`config.mk`:
```
export PLATFORM = sky130hd
export DESIGN_NAME = draw_cmd_sched
export DESIGN_NICKNAME = d
export VERILOG_FILES = /design/src/rtl/draw_pkg.sv /design/src/rtl/draw_req_window.sv /design/src/rtl/draw_cmd_sched.sv
export SDC_FILE = /design/constraint.sdc
export NUM_CORES = 1
export LEC_CHECK = 0
export CAP_MARGIN = 30
export CORE_ASPECT_RATIO = 0.75
export CORE_MARGIN = 10
export CORE_UTILIZATION = 27
export DETAILED_ROUTE_END_ITERATION = 10
export PLACE_DENSITY_LB_ADDON = 0.3
export SLEW_MARGIN = 10
export SYNTH_ARGS = -nofsm -noshare
export SYNTH_HDL_FRONTEND = slang
export SYNTH_SLANG_ARGS = --single-unit
```
`constraint.sdc`:
```
create_clock -name CLK -period 4.2 [get_ports CLK]
set_input_delay 0.63 -clock CLK [delete_from_list [all_inputs] [get_ports CLK]]
set_output_delay 0.63 -clock CLK [all_outputs]
set_load 0.02 [all_outputs]
```
`src/rtl/draw_pkg.sv`:
```
// -----------------------------------------------------------------------------
// draw_pkg
//   Shared definitions for the draw command path.
//   - sched_state_t : scheduler FSM encoding (3 bits).
//   - A_REQ_ON_COUNT / A_REQ_OFF_COUNT : register-block addresses of the
//     ON/OFF window length registers that feed the scheduler.
// -----------------------------------------------------------------------------
package draw_pkg;

    typedef enum logic [2:0] {
        S_IDLE  = 3'd0,
        S_FETCH = 3'd1,
        S_WAIT  = 3'd2,
        S_ISSUE = 3'd3,
        S_HALT  = 3'd4
    } sched_state_t;

    localparam logic [7:0] A_REQ_ON_COUNT  = 8'h20;
    localparam logic [7:0] A_REQ_OFF_COUNT = 8'h24;

endpackage

```
`src/rtl/draw_req_window.sv`:
```
// -----------------------------------------------------------------------------
// draw_req_window
//   ON/OFF duty window that throttles RBUF fetches.
//   Ports:
//     CLK      in   clock
//     RST      in   synchronous clear, active-high
//     EN       in   window runs while high; forced to ON/counter 0 when low
//     ON_CNT   in   ON-phase length in cycles (0 = throttling off)
//     OFF_CNT  in   OFF-phase length in cycles (0 = throttling off)
//     REQ_EN   out  window currently ON (only meaningful while EN=1)
// -----------------------------------------------------------------------------
module draw_req_window #(
    parameter int CNT_W = 10
) (
    input  logic             CLK,
    input  logic             RST,
    input  logic             EN,
    input  logic [CNT_W-1:0] ON_CNT,
    input  logic [CNT_W-1:0] OFF_CNT,
    output logic             REQ_EN
);

    logic             phase_on_reg;
    logic [CNT_W-1:0] cnt_reg;
    // Length of the phase in progress, captured when the phase begins so that
    // register writes during a phase only affect the following phase.
    logic [CNT_W-1:0] len_reg;

    logic throttle_off;
    logic phase_end;

    assign throttle_off = (ON_CNT == '0) || (OFF_CNT == '0);
    // A captured length of 0 (count changed after capture) ends the phase at
    // once instead of letting the counter run to its maximum.
    assign phase_end    = (len_reg == '0) || (cnt_reg == len_reg - CNT_W'(1));

    always_ff @(posedge CLK) begin
        if (RST || !EN || throttle_off) begin
            // While idle the ON length tracks the register so the first ON
            // phase uses the value present when the scheduler starts.
            phase_on_reg <= 1'b1;
            cnt_reg      <= '0;
            len_reg      <= ON_CNT;
        end else if (phase_end) begin
            phase_on_reg <= !phase_on_reg;
            cnt_reg      <= '0;
            len_reg      <= phase_on_reg ? OFF_CNT : ON_CNT;
        end else begin
            cnt_reg      <= cnt_reg + CNT_W'(1);
        end
    end

    assign REQ_EN = EN && (phase_on_reg || throttle_off);

endmodule

```
`src/rtl/draw_cmd_sched.sv`:
```
// -----------------------------------------------------------------------------
// draw_cmd_sched
//   Pops 32-bit commands from the read buffer and hands each one to the draw
//   decoder over valid/ready. Started by EXE_FLAG, stopped by INIT_REG, halted
//   by decoder error. Fetches are throttled by an ON/OFF duty window.
//   Ports:
//     CLK, RST, INIT           clock, sync reset, sync soft clear (same effect)
//     EXE_FLAG, INIT_REG       1-cycle start / stop pulses
//     ERR_IN                   decoder error level
//     REQ_ON_COUNT/OFF_COUNT   window lengths (0 = no throttling)
//     RBUF_EMPTY, RBUF_RDATA   read buffer status / data (RD_LAT after pop)
//     RBUF_RD                  1-cycle pop strobe
//     DEC_READY/VALID/CMD      decoder handshake
//     WORKINGDRW               active (FETCH/WAIT/ISSUE)
//     REQ_EN                   window ON
//     SCHED_ERR                sticky halt flag
// -----------------------------------------------------------------------------
module draw_cmd_sched
    import draw_pkg::*;
#(
    parameter int DATA_W = 32,
    parameter int CNT_W  = 10,
    parameter int RD_LAT = 1
) (
    input  logic              CLK,
    input  logic              RST,
    input  logic              INIT,
    input  logic              EXE_FLAG,
    input  logic              INIT_REG,
    input  logic              ERR_IN,
    input  logic [CNT_W-1:0]  REQ_ON_COUNT,
    input  logic [CNT_W-1:0]  REQ_OFF_COUNT,
    input  logic              RBUF_EMPTY,
    input  logic [DATA_W-1:0] RBUF_RDATA,
    output logic              RBUF_RD,
    input  logic              DEC_READY,
    output logic              DEC_VALID,
    output logic [DATA_W-1:0] DEC_CMD,
    output logic              WORKINGDRW,
    output logic              REQ_EN,
    output logic              SCHED_ERR
);

    sched_state_t      state_reg;
    logic              stop_pend_reg;
    logic [RD_LAT-1:0] lat_sr_reg;
    logic [RD_LAT-1:0] lat_sr_next;
    logic              dec_valid_reg;
    logic [DATA_W-1:0] dec_cmd_reg;
    logic              working_reg;
    logic              sched_err_reg;

    logic clr;
    logic req_en;
    logic pop;

    assign clr = RST || INIT;

    draw_req_window #(
        .CNT_W (CNT_W)
    ) u_req_window (
        .CLK     (CLK),
        .RST     (clr),
        .EN      (working_reg),
        .ON_CNT  (REQ_ON_COUNT),
        .OFF_CNT (REQ_OFF_COUNT),
        .REQ_EN  (req_en)
    );

    // One-hot latency tracker: bit 0 is set on the pop, the token walks up one
    // bit per WAIT cycle, and the top bit marks the cycle RBUF_RDATA is valid.
    assign lat_sr_next[0] = 1'b0;
    generate
        for (genvar gi = 1; gi < RD_LAT; gi++) begin : g_lat_shift
            assign lat_sr_next[gi] = lat_sr_reg[gi-1];
        end
    endgenerate

    // The pop is decided in the same cycle as RBUF_EMPTY is seen, so the strobe
    // can never fire on an empty buffer. Error and stop take precedence.
    assign pop = (state_reg == S_FETCH) && req_en && !RBUF_EMPTY &&
                 !ERR_IN && !INIT_REG && !clr;

    always_ff @(posedge CLK) begin
        if (clr) begin
            state_reg     <= S_IDLE;
            stop_pend_reg <= 1'b0;
            lat_sr_reg    <= '0;
            dec_valid_reg <= 1'b0;
            dec_cmd_reg   <= '0;
            working_reg   <= 1'b0;
            sched_err_reg <= 1'b0;
        end else begin
            case (state_reg)
                S_IDLE: begin
                    if (EXE_FLAG && !INIT_REG) begin
                        state_reg     <= S_FETCH;
                        working_reg   <= 1'b1;
                        stop_pend_reg <= 1'b0;
                    end
                end
                S_FETCH: begin
                    if (ERR_IN) begin
                        state_reg     <= S_HALT;
                        working_reg   <= 1'b0;
                        sched_err_reg <= 1'b1;
                    end else if (INIT_REG) begin
                        state_reg     <= S_IDLE;
                        working_reg   <= 1'b0;
                    end else if (pop) begin
                        state_reg     <= S_WAIT;
                        lat_sr_reg    <= RD_LAT'(1);
                    end
                end
                S_WAIT: begin
                    if (ERR_IN) begin
                        state_reg     <= S_HALT;
                        working_reg   <= 1'b0;
                        sched_err_reg <= 1'b1;
                    end else begin
                        // A stop here is deferred: the popped command must
                        // still reach the decoder.
                        if (INIT_REG) begin
                            stop_pend_reg <= 1'b1;
                        end
                        if (lat_sr_reg[RD_LAT-1]) begin
                            dec_cmd_reg   <= RBUF_RDATA;
                            dec_valid_reg <= 1'b1;
                            state_reg     <= S_ISSUE;
                        end else begin
                            lat_sr_reg    <= lat_sr_next;
                        end
                    end
                end
                S_ISSUE: begin
                    if (ERR_IN) begin
                        state_reg     <= S_HALT;
                        working_reg   <= 1'b0;
                        dec_valid_reg <= 1'b0;
                        sched_err_reg <= 1'b1;
                    end else if (DEC_READY) begin
                        dec_valid_reg <= 1'b0;
                        if (stop_pend_reg || INIT_REG) begin
                            state_reg     <= S_IDLE;
                            working_reg   <= 1'b0;
                            stop_pend_reg <= 1'b0;
                        end else begin
                            state_reg     <= S_FETCH;
                        end
                    end else if (INIT_REG) begin
                        stop_pend_reg <= 1'b1;
                    end
                end
                S_HALT: begin
                    // Sticky until RST/INIT.
                    state_reg <= S_HALT;
                end
                default: begin
                    state_reg     <= S_IDLE;
                    working_reg   <= 1'b0;
                    dec_valid_reg <= 1'b0;
                end
            endcase
        end
    end

    assign RBUF_RD    = pop;
    assign DEC_VALID  = dec_valid_reg;
    assign DEC_CMD    = dec_cmd_reg;
    assign WORKINGDRW = working_reg;
    assign REQ_EN     = req_en;
    assign SCHED_ERR  = sched_err_reg;

endmodule

```
-- Word level (Yosys, flattened, before mapping)
Index checks and enable logic that the tools add are counted.
- register bits: 61
- bits of input ports: 60
- output and inout bits: 37
- logic and storage cells: 109
- add/subtract/negate cells: 2
- equal/unequal tests: 19
- mux-type cells: 38
- bitwise logic cells: 3
- reductions and logical operators: 37
- operators by type and width (operator ; number):
    $logic_not A10 Y1 ; 3
    $mux W10 ; 3
    $mux W3 ; 8
    $mux W1 ; 22
    $ne A2 B2 Y1 const B ; 8
    $ne A3 B3 Y1 const B ; 5
    $pmux W3 S5 ; 1
    $add A10 B1 Y10 const B ; 1
    $eq A10 B10 Y1 ; 1
    $reduce_and A5 Y1 ; 2
    $sub A10 B1 Y10 const B ; 1
    $reduce_and A4 Y1 ; 2
    $logic_and A1 B1 Y1 ; 7
    $logic_or A1 B1 Y1 ; 7
    $eq A3 B2 Y1 const B ; 2
    $logic_not A1 Y1 ; 6
    $pmux W1 S3 ; 2
    $reduce_and A6 Y1 ; 1
    $reduce_or A3 Y1 ; 2
    $pmux W1 S5 ; 1
    $ne A4 B4 Y1 const B ; 1
    $reduce_bool A2 Y1 ; 2
    $eq A3 B1 Y1 const B ; 1
    $eq A3 B3 Y1 const B ; 1
    7 further kinds ; 9

-- Longest topological paths before layout
- word-level depth: 13
- depth in mapped cells: 9
- depth with buffers taken out: 8

-- Cells and area by module
Synthesis repeated with hierarchy kept, for this count alone.
- cells, all modules: 321
- area total of the unflattened synthesis: 2866.5 sq um
- modules (own cells, without submodules) (module ; instances ; cells an instance ; area each (sq um) ; sequential area each (sq um)):
    draw_cmd_sched ; 1 ; 201 ; 1625.3 ; 800.8
    draw_req_window ; 1 ; 120 ; 1241.2 ; 520.5

-- Worst setup path before layout
No wires, ideal clock.
- path type: in2out
- start point: input REQ_OFF_COUNT[7]
- end point: output RBUF_RD
- arrival: 1.995 ns
- data required time: 3.570 ns
- path slack: 1.575 ns
- stages on the path: 5
- buffers on the path: 0
- path through: or4_1 -> o41ai_2 -> o21a_1 -> nand3_1 -> inv_1
- longest elaborated chain between the ends: 9
- ends and longest elaborated chain (what ; line ; source):
    start: declaration ; draw_cmd_sched.sv:32 ; input logic [CNT_W-1:0] REQ_OFF_COUNT,
    $logic_not A10 Y1 ; draw_req_window.sv:32 ; assign throttle_off = (ON_CNT == '0) || (OFF_CNT == '0);
    $logic_or A1 B1 Y1 ; draw_req_window.sv:32 ;
    $logic_or A1 B1 Y1 ; draw_req_window.sv:53 ; assign REQ_EN = EN && (phase_on_reg || throttle_off);
    $logic_and A1 B1 Y1 ; draw_req_window.sv:53 ;
    $logic_and A1 B1 Y1 (3 in a row) ; draw_cmd_sched.sv:81 ; assign pop = (state_reg == S_FETCH) && req_en && !RBUF_EMPTY &&
    $logic_and A1 B1 Y1 (2 in a row) ; draw_cmd_sched.sv:82 ; !ERR_IN && !INIT_REG && !clr;
    end: declaration ; draw_cmd_sched.sv:35 ; output logic RBUF_RD,
No other way between the ends.

-- Worst setup path in the final report
Ends and elaborated chain as after synthesis.

==> results.ini <==
[status]
status = completed

[synthesis]
synth-seq-area-share_pct = 47.2
synth_nets = 387
synthArstFlopShare_pct = 0
synth-compound-area-share_pct = 12.0
netlist_area_um2 = 2800
synth_seq_cells = 61
ys_warn_count = 0
syn_area_per_cell_um2 = 8.62
synthAdderAreaFrac_pct = 0.894
synth.distinct_cells = 49
synthCells = 325
synth_ff_type = dfxtp_1
synth-edff-count = 10
synth_top_family_by_area = simple AND/OR/NAND/NOR gates
synth-simple-area-share_pct = 25.6
synthMuxAreaShare_pct = 4.38
synthXorXnorAreaFrac_pct = 6.43

[place]
gp_congestion = 0.837
io_buffers = 96
hpwl_um = 6500
place_area_um2 = 3880

[timing]
hold_viol = 0
fin_tns_setup_ns = 0
tightest_slew_ns = 0.793
setup_viol_count_final = 0
period_needed_ns = 3.76
timing.final.crit_share_pct = 89.5
clock_skew_ns = 0.00822
fmax_mhz = 266
slew_headroom_pct = 47.2
drv_slew = 0
rsz0062_at_grt = false

[grt]
grt.overflow.total = 0
antenna_found_initial = 0
grt_pass1_vias = 2657
grt.total_usage_pct = 12.0
grt_pass1_wl_um = 14100
grt_max_degree = 39

[cts]
cts.path.max_buffers = 2
insertion_delay_ns = 0.33
cts.sinks = 61
cts_made_buffers = 9
cts_root_buf = clkbuf_16
cts_tree = done
cts_resized = 0
cts-hold-fix-buffers = 0
clk_pin_slew_ns = 0.06
cts_max_level = 3
cts_post_setup_buffers_inserted = 0

[power]
ir_worst_vdd_mv = 0.132
p_per_area_nw_per_um2 = 345
p_leak_nw = 1.43
power_w = 0.00144

[final_layout]
num_antenna_cells = 0
post-route-util_pct = 40.9
largest_reg_flops = 32
design_area_um2 = 4180
drive_gt1_share_pct = 9.46
syn_to_final_growth_pct = 49.2
fillers = 1040
final_nets = 480

[drt]
vias = 2594
vias_per_cell = 4.64
initialDrtViolationCount = 141
firstDrtPassIters = 4
totalWireLength_um = 8660
antenna_left = 0
wire_per_inst_um = 15.5
drc_errors = 0

[die]
initial_core_util_pct = 27.4
num_rows = 32
die_h_um = 108
die_area_um2 = 14900
die_w_um = 138
ios = 97
core_um2 = 10200

[setup_path]
r2r_slack_ns = 1.26
setup.worst_path.class = input pin to output port
crit_arrival_ns = 3.13
crit_start = REQ_OFF_COUNT[7]
critPathMaxFanout = 3
end_kind = output port
startpoint_type = input pin
r2r_start = u_req_window.len_reg[0]
worstPathRequired_ns = 3.57

[min_path]
hp-start = DEC_CMD[26]
hold_class = flop to flop

[flow_run]
drv_cap = 0

==> placed cells by master, fill, tap and decap left out, types with 2 or more instances in the layout <==
| master | synthesis | layout |
|---|---|---|
| clkdlybuf4s50_1 | 0 | 96 |
| nand2_1 | 76 | 76 |
| dfxtp_1 | 51 | 51 |
| a21oi_1 | 41 | 41 |
| nor2_1 | 27 | 27 |
| xor2_1 | 11 | 11 |
| mux2_2 | 10 | 10 |
| clkbuf_16 | 0 | 10 |
| edfxtp_1 | 10 | 10 |
| inv_1 | 7 | 7 |
| nor3_1 | 7 | 7 |
| xnor2_1 | 7 | 7 |
| nor4_1 | 6 | 6 |
| nand3_1 | 6 | 6 |
| o21ai_0 | 5 | 5 |
| and3_1 | 4 | 4 |
| or4_1 | 3 | 3 |
| nor3b_1 | 3 | 3 |
| o21a_1 | 2 | 2 |
| nand4_1 | 2 | 2 |
| and4b_2 | 2 | 2 |
| or2_2 | 2 | 2 |
| or4_4 | 2 | 2 |
| ha_1 | 2 | 2 |
| clkinvlp_4 | 0 | 2 |
==> synth_stat cells, drive strengths merged, types with 3 or more instances <==
cell type	instances	share of area, %
clkbuf	12	1.6
nand2	77	10
nor2	28	3.8
dfxtp	51	36
buf	4	0.94
a21oi	41	7.3
xnor2	7	2.2
nor3b	3	0.80
mux2	10	4.0
o21ai	6	1.1
nor4	7	1.8
inv	7	0.94
nor3	7	1.3
or4	5	1.6
edfxtp	10	11
xor2	11	3.4
nand3	7	1.4
and3	4	0.89
==> power by group <==
| group | switching [W] | internal, W |
|---|---|---|
| Combinational | 0.0000415 | 0.0000711 |
| Clock | 0.000276 | 0.000437 |
| Sequential | 0.0000124 | 0.000603 |
==> logic make-up (layout without fill, tap and decap cells) <==
group | after synthesis | count (layout)
AND/OR/NAND/NOR | 151 | 151
flip-flops | 61 | 61
AO/OA/AOI/OAI | 58 | 58
buffers and inverters | 23 | 121
XOR/XNOR | 19 | 19
multiplexers | 11 | 11
adder cells (fa/ha/maj) | 2 | 2
==> per-stage QoR <==
stage	worst slack (ns)	hold WS, ns	cells
floorplan	1.58	0.431	325
global placement	0.437	0.441	542
detailed placement	0.421	0.449	543
CTS	0.416	0.457	559
global route	0.298	0.464	559
finish	0.442	0.454	559
==> worst max-delay path: stages <==
cell             delay, ns
clkdlybuf4s50_1       0.42
or4_1                 0.60
o41ai_2               0.45
o21a_1                0.20
nand3_1               0.12
inv_1                 0.08
clkdlybuf4s50_1       0.62
==> final timing paths <==
| kind | cells past startpoint | end |
|---|---|---|
| min reg2reg | 2 | DEC_CMD[26] |
| min | 2 | DEC_CMD[26] |
| max reg2reg | 7 | u_req_window.len_reg[6] |
| max | 7 | RBUF_RD |
==> routing by layer <==
layer	track usage (%)	part of all wire, %
met1	14.7	44
met2	17.2	42
met3	6.90	12
met4	3.60	1.3
met5	0	0
==> area by class of cell <==
type                    count  area (µm²)  area share, %
well taps                 136         170           4.07
clock buffers              10         250           5.99
repair buffers             98         983           23.5
flip-flops and latches     61        1320           31.6
clock inverters             6        43.8           1.05
multi-input cells         241        1380           33.1
inverters                   7        26.3          0.629
Note: power is estimated with default switching activity, not from simulation.
